<file path="config.mk">
export PLATFORM = sky130hd
export DESIGN_NAME = instr_feeder
export DESIGN_NICKNAME = d
export VERILOG_FILES = /design/src/rtl/feeder_pkg.sv /design/src/rtl/prog_ram.sv /design/src/rtl/instr_feeder.sv
export SDC_FILE = /design/constraint.sdc
export NUM_CORES = 1
export LEC_CHECK = 0
export CORE_UTILIZATION = 45
export DETAILED_ROUTE_END_ITERATION = 7
export GPL_TIMING_DRIVEN = 0
export REMOVE_ABC_BUFFERS = 1
export SLEW_MARGIN = 20
export SYNTH_ARGS = -nofsm -noshare
export SYNTH_HDL_FRONTEND = slang
export SYNTH_SLANG_ARGS = --single-unit
export TNS_END_PERCENT = 10
</file>
<file path="constraint.sdc">
create_clock -name clock -period 3.3 [get_ports clock]
set_input_delay 0.33 -clock clock [delete_from_list [all_inputs] [get_ports clock]]
set_output_delay 0.33 -clock clock [all_outputs]
set_load 0.005 [all_outputs]
</file>
<file path="src/rtl/feeder_pkg.sv">
// Shared types and constants for the instruction feeder: FSM state encoding
// and the default word that terminates a program.
package feeder_pkg;

    typedef enum logic [1:0] {
        IDLE  = 2'd0,
        ISSUE = 2'd1,
        WAIT  = 2'd2,
        HALT  = 2'd3
    } state_e;

    localparam logic [15:0] DEFAULT_HALT_WORD = 16'hFFFF;

endpackage

</file>
<file path="src/rtl/prog_ram.sv">
// Program storage for the feeder: synchronous write, combinational read,
// deliberately unreset so a loaded program survives a feeder reset.
module prog_ram #(
    parameter int DEPTH = 16,
    parameter int AW    = 4
) (
    input  logic          clock_i,
    input  logic          we_i,
    input  logic [AW-1:0] waddr_i,
    input  logic [15:0]   wdata_i,
    input  logic [AW-1:0] raddr_i,
    output logic [15:0]   rdata_o
);

    logic [15:0] mem_q [DEPTH];

    always_ff @(posedge clock_i) begin
        if (we_i) begin
            mem_q[waddr_i] <= wdata_i;
        end
    end

    assign rdata_o = mem_q[raddr_i];

endmodule

</file>
<file path="src/rtl/instr_feeder.sv">
// Self-paced instruction source: issues one program word per processor
// completion, halting on HALT_WORD, end of memory, or a completion timeout.
module instr_feeder
    import feeder_pkg::*;
#(
    parameter int          DEPTH     = 16,
    parameter int          AW        = $clog2(DEPTH),
    parameter logic [15:0] HALT_WORD = DEFAULT_HALT_WORD,
    parameter int          TIMEOUT   = 64
) (
    input  logic          clock,
    input  logic          resetn,
    input  logic          wr_en,
    input  logic [AW-1:0] wr_addr,
    input  logic [15:0]   wr_data,
    input  logic          start,
    input  logic          done,
    output logic [15:0]   iin,
    output logic          run,
    output logic [AW-1:0] pc,
    output logic          busy,
    output logic          halted,
    output logic          err
);

    localparam int CW = $clog2(TIMEOUT) + 1;

    state_e        state_q, state_d;
    logic [15:0]   iin_q, iin_d;
    logic          run_q, run_d;
    logic [AW-1:0] pc_q, pc_d;
    logic          err_q, err_d;
    logic [CW-1:0] cnt_q, cnt_d;

    logic          ram_we;
    logic [AW-1:0] rd_addr;
    logic [15:0]   rd_data;

    // Only one word is ever needed: mem[0] when starting, mem[pc+1] while waiting.
    assign ram_we  = wr_en && ((state_q == IDLE) || (state_q == HALT));
    assign rd_addr = (state_q == WAIT) ? pc_q + AW'(1) : '0;

    prog_ram #(
        .DEPTH (DEPTH),
        .AW    (AW)
    ) u_prog_ram (
        .clock_i (clock),
        .we_i    (ram_we),
        .waddr_i (wr_addr),
        .wdata_i (wr_data),
        .raddr_i (rd_addr),
        .rdata_o (rd_data)
    );

    always_ff @(posedge clock or negedge resetn) begin
        if (!resetn) begin
            state_q <= IDLE;
            iin_q   <= '0;
            run_q   <= 1'b0;
            pc_q    <= '0;
            err_q   <= 1'b0;
            cnt_q   <= '0;
        end else begin
            state_q <= state_d;
            iin_q   <= iin_d;
            run_q   <= run_d;
            pc_q    <= pc_d;
            err_q   <= err_d;
            cnt_q   <= cnt_d;
        end
    end

    // The counter is cleared on entry to ISSUE and counts every cycle after,
    // so it reads TIMEOUT-1 in the last WAIT cycle before the deadline.
    always_comb begin
        state_d = state_q;
        iin_d   = iin_q;
        run_d   = 1'b0;
        pc_d    = pc_q;
        err_d   = err_q;
        cnt_d   = cnt_q;
        case (state_q)
            IDLE, HALT: begin
                if (start) begin
                    err_d = 1'b0;
                    pc_d  = '0;
                    cnt_d = '0;
                    if (rd_data == HALT_WORD) begin
                        state_d = HALT;
                    end else begin
                        iin_d   = rd_data;
                        run_d   = 1'b1;
                        state_d = ISSUE;
                    end
                end
            end
            ISSUE: begin
                state_d = WAIT;
                cnt_d   = cnt_q + CW'(1);
            end
            WAIT: begin
                if (done) begin
                    cnt_d = '0;
                    if (pc_q == AW'(DEPTH - 1)) begin
                        state_d = HALT;
                    end else if (rd_data == HALT_WORD) begin
                        pc_d    = pc_q + AW'(1);
                        state_d = HALT;
                    end else begin
                        pc_d    = pc_q + AW'(1);
                        iin_d   = rd_data;
                        run_d   = 1'b1;
                        state_d = ISSUE;
                    end
                end else if (cnt_q == CW'(TIMEOUT - 1)) begin
                    err_d   = 1'b1;
                    state_d = HALT;
                end else begin
                    cnt_d = cnt_q + CW'(1);
                end
            end
            default: state_d = IDLE;
        endcase
    end

    assign iin    = iin_q;
    assign run    = run_q;
    assign pc     = pc_q;
    assign err    = err_q;
    assign busy   = (state_q == ISSUE) || (state_q == WAIT);
    assign halted = (state_q == HALT);

endmodule

</file>
==> results.ini <==
[route]
drc_errors = 8
dr_total_vias = 7697
finalWirelength_mm = 31.79
wl_per_cell_um = 25.45
avgViaCountPerCell = 6.163
drtPass1Iterations = 7
drtIter0Drc = 694
ant_nets = 0

[timing]
setup_viol = 0
relSlewSlack_pct = 44.49
min_period_ps = 3228
skew_ps = 13.98
fin_ws_ps = 71.97
fmax_mhz = 309.8
period_share_pct = 97.82
hold_viol = 0
tns_ps = 0
tightest_slew_ps = 828.1
hold_ws_ps = 398.8
finalMaxSlewViolations = 0

[power]
cellPowerDensity_nw_per_um2 = 713.5
p_int_mw = 7.276
p_sw_share_pct = 31.11
p_sw_mw = 3.286
power_frac_clock_pct = 27.5
seqPwrFrac_pct = 41.5
p_leak_nw = 4.745
p_comb_share_pct = 31.1
ir_drop_mv = 0.3696

[placed_design]
placed_cells_incl_taps = 1163
post-dp-hpwl_mm = 17.39
numPortBuffers = 48
gp_congestion = 0.8128
placed_area_sq_um = 13160
pre_cts_ws_ps = -1366

[setup_path]
ff2ff_path_depth = 13
crit_start = pc[0]$_DFFE_PN0P_
crit_end = iin[9]$_DFFE_PN0P_
cp-start-kind = register
crit_type = reg2reg
cp-end-kind = register
crit_arrival_ps = 3640
r2r-end = iin[9]$_DFFE_PN0P_
r2r_slack_ps = 70
cp.required_ps = 3710
r2r-start = pc[0]$_DFFE_PN0P_
cp_max_fo = 18

[synth]
syn_area_sq_um = 12060
synthDistinctLibCells = 58
ys_seq_elements = 287
synth_most_common_cell = edfxtp_1
synthFlopType = edfxtp_1
synth_top_area_share_pct = 63.76
synth-edff-count = 256
yosys_warnings = 0
syn_inst = 812
ys_top_cells_by_count = edfxtp_1 (256), nor2_1 (43), o21ai_0 (37)
syn-mean-instance-area_sq_um = 14.85
async_flop_share_pct = 10.80
yosys-top-cells-area = edfxtp_1 (64%), dfrtp_1 (6.4%), mux2i_1 (2.9%)
yosys.area.top_type = edfxtp_1
yosysSeqAreaShare_pct = 70.20

[layout]
fillers = 1939
layout.nets = 925
layout.cells.non_filler = 1249
drive_gt1_share_pct = 20.79
fin_area_sq_um = 14800
diodes = 0
areaGrowthSynthToFinish_pct = 22.78

[clocking]
numCtsBuffers = 29
clk_pin_slew_ps = 70
cts.sinks = 287
cts_tree = done
cts_buffer_depth = 3
cts_max_level = 1
clock_latency_ps = 540
clock-root-buffer = clkbuf_16

[floorplanning]
start_util_pct = 46.01
io_pins = 49
die_x_um = 165.7
dieArea_sq_um = 27450
fp.dieH_um = 165.7
rows = 59
core-area_sq_um = 26210

[status]
status = complete, but fails checks
violations = design-rule violations

[global_route]
grt_pass1_wl_mm = 46.35
grt_max_degree = 65
grt_overflow_total = 0
antenna_found_initial = 0
grt_pass1_vias = 7500
track_usage_pct = 22.56

[flow_run]
max_cap_viol_count = 0

[hold_path]
hp-class = in2async

==> worst max-delay path: stages (launching register included) <==
cell and delay, ps:
dfrtp_4 530, ha_4 380, buf_12 130, nand2_8 120, buf_16 210, a211oi_2 250
a2111oi_2 90, or4_4 580, nand4_1 110, nand3b_1 140, buf_6 150, buf_4 150
o31ai_1 70, o21bai_1 160
==> power groups by stage <==
stage	Combinational (mW)	Sequential, mW	Clock [mW]
finish	3.28	4.38	2.90
global route	3.51	4.40	3.07
CTS	2.94	4.37	2.92
detailed placement	2.58	4.49	0
global placement	2.33	4.53	0
floorplan	1.52	4.44	0
==> worst min path at each step <==
stage	from	depth (start not counted)	endpoint	slack [ps]
after floorplan	resetn	0	cnt_q[0]$_DFFE_PN0P_	30
after global placement	cnt_q[5]$_DFFE_PN0P_	1	cnt_q[5]$_DFFE_PN0P_	460
after detailed placement	resetn	1	err$_DFFE_PN0P_	430
after CTS	resetn	2	err$_DFFE_PN0P_	400
after global routing	resetn	2	err$_DFFE_PN0P_	470
final	resetn	2	err$_DFFE_PN0P_	400
==> layout make-up <==
class | count | area [sq um] | area share (%)
multi-input combinational | 461 | 3842 | 25.96
sequential | 287 | 8467 | 57.20
tap | 335 | 419.2 | 2.832
clock buffer | 39 | 763.2 | 5.156
timing repair buffer | 100 | 1205 | 8.140
clock inverter | 12 | 50.05 | 0.3381
inverter | 15 | 56.30 | 0.3804
==> state kept, by name, indices dropped and copies added (netlist names) <==
name	flops
err	1
run	1
state_q	2
pc	4
cnt_q	7
u_prog_ram.mem_q	256
iin	16
==> cell families (layout without fill, tap and decap cells) <==
| kind of cell | Yosys count | count (layout) | synth area share [%] |
|---|---|---|---|
| mux | 66 | 68 | 6.642 |
| compound gates | 174 | 175 | 10.33 |
| fa+ha+maj | 6 | 6 | 0.6226 |
| xor+xnor | 1 | 1 | 0.1349 |
| buf+inv | 67 | 166 | 2.719 |
| flops | 287 | 287 | 70.20 |
| simple gates | 211 | 211 | 9.361 |
==> per-layer routing <==
| metal | vias up | global-route usage [%] | part of all wire [%] | routed length, um |
|---|---|---|---|---|
| met5 | - | 0 | 0 | 0 |
| met4 | 0 | 7.842 | 3.1 | 975 |
| met3 | 56 | 3.369 | 6.8 | 2172 |
| met2 | 332 | 36.20 | 47 | 14930 |
| met1 | 3946 | 31.56 | 43 | 13710 |
| li1 | 3363 | - | - | - |
==> placed cells by master (no fill, tap or decap), drive strengths merged, types with 9 or more instances in the layout <==
cell and instances:
o21ai 38, a2111oi 24, o211ai 12, a211oi 28, clkbuf 43, nand2 34
nor3 16, clkdlybuf4s50 47, buf 48, nand3 20, inv 15, nor4 11
nor2 43, mux2i 35, a21oi 14, o31ai 9, mux2 24, mux4 9
nand3b 13, clkinv 12, nor2b 33, nand2b 11, dfrtp 31, edfxtp 256
==> metrics by stage <==
step | power [mW] | utilization [%]
final | 10.56 | 56.49
after global routing | 10.98 | 56.49
after CTS | 10.23 | 54.58
after detailed placement | 7.063 | 50.23
after global placement | 6.854 | 48.40
after floorplan | 5.956 | -
==> what timing repair did <==
action                                 4_1_cts  5_1_grt
endpoints found under the hold margin       31        0
buffers inserted                            18       10
gates resized for setup                     33       58
setup endpoints to repair                   18       18
gates cloned                                 2        4
pin swaps                                    7        8
hold buffers                                 1        0
Note: power is estimated with default switching activity, not from simulation.
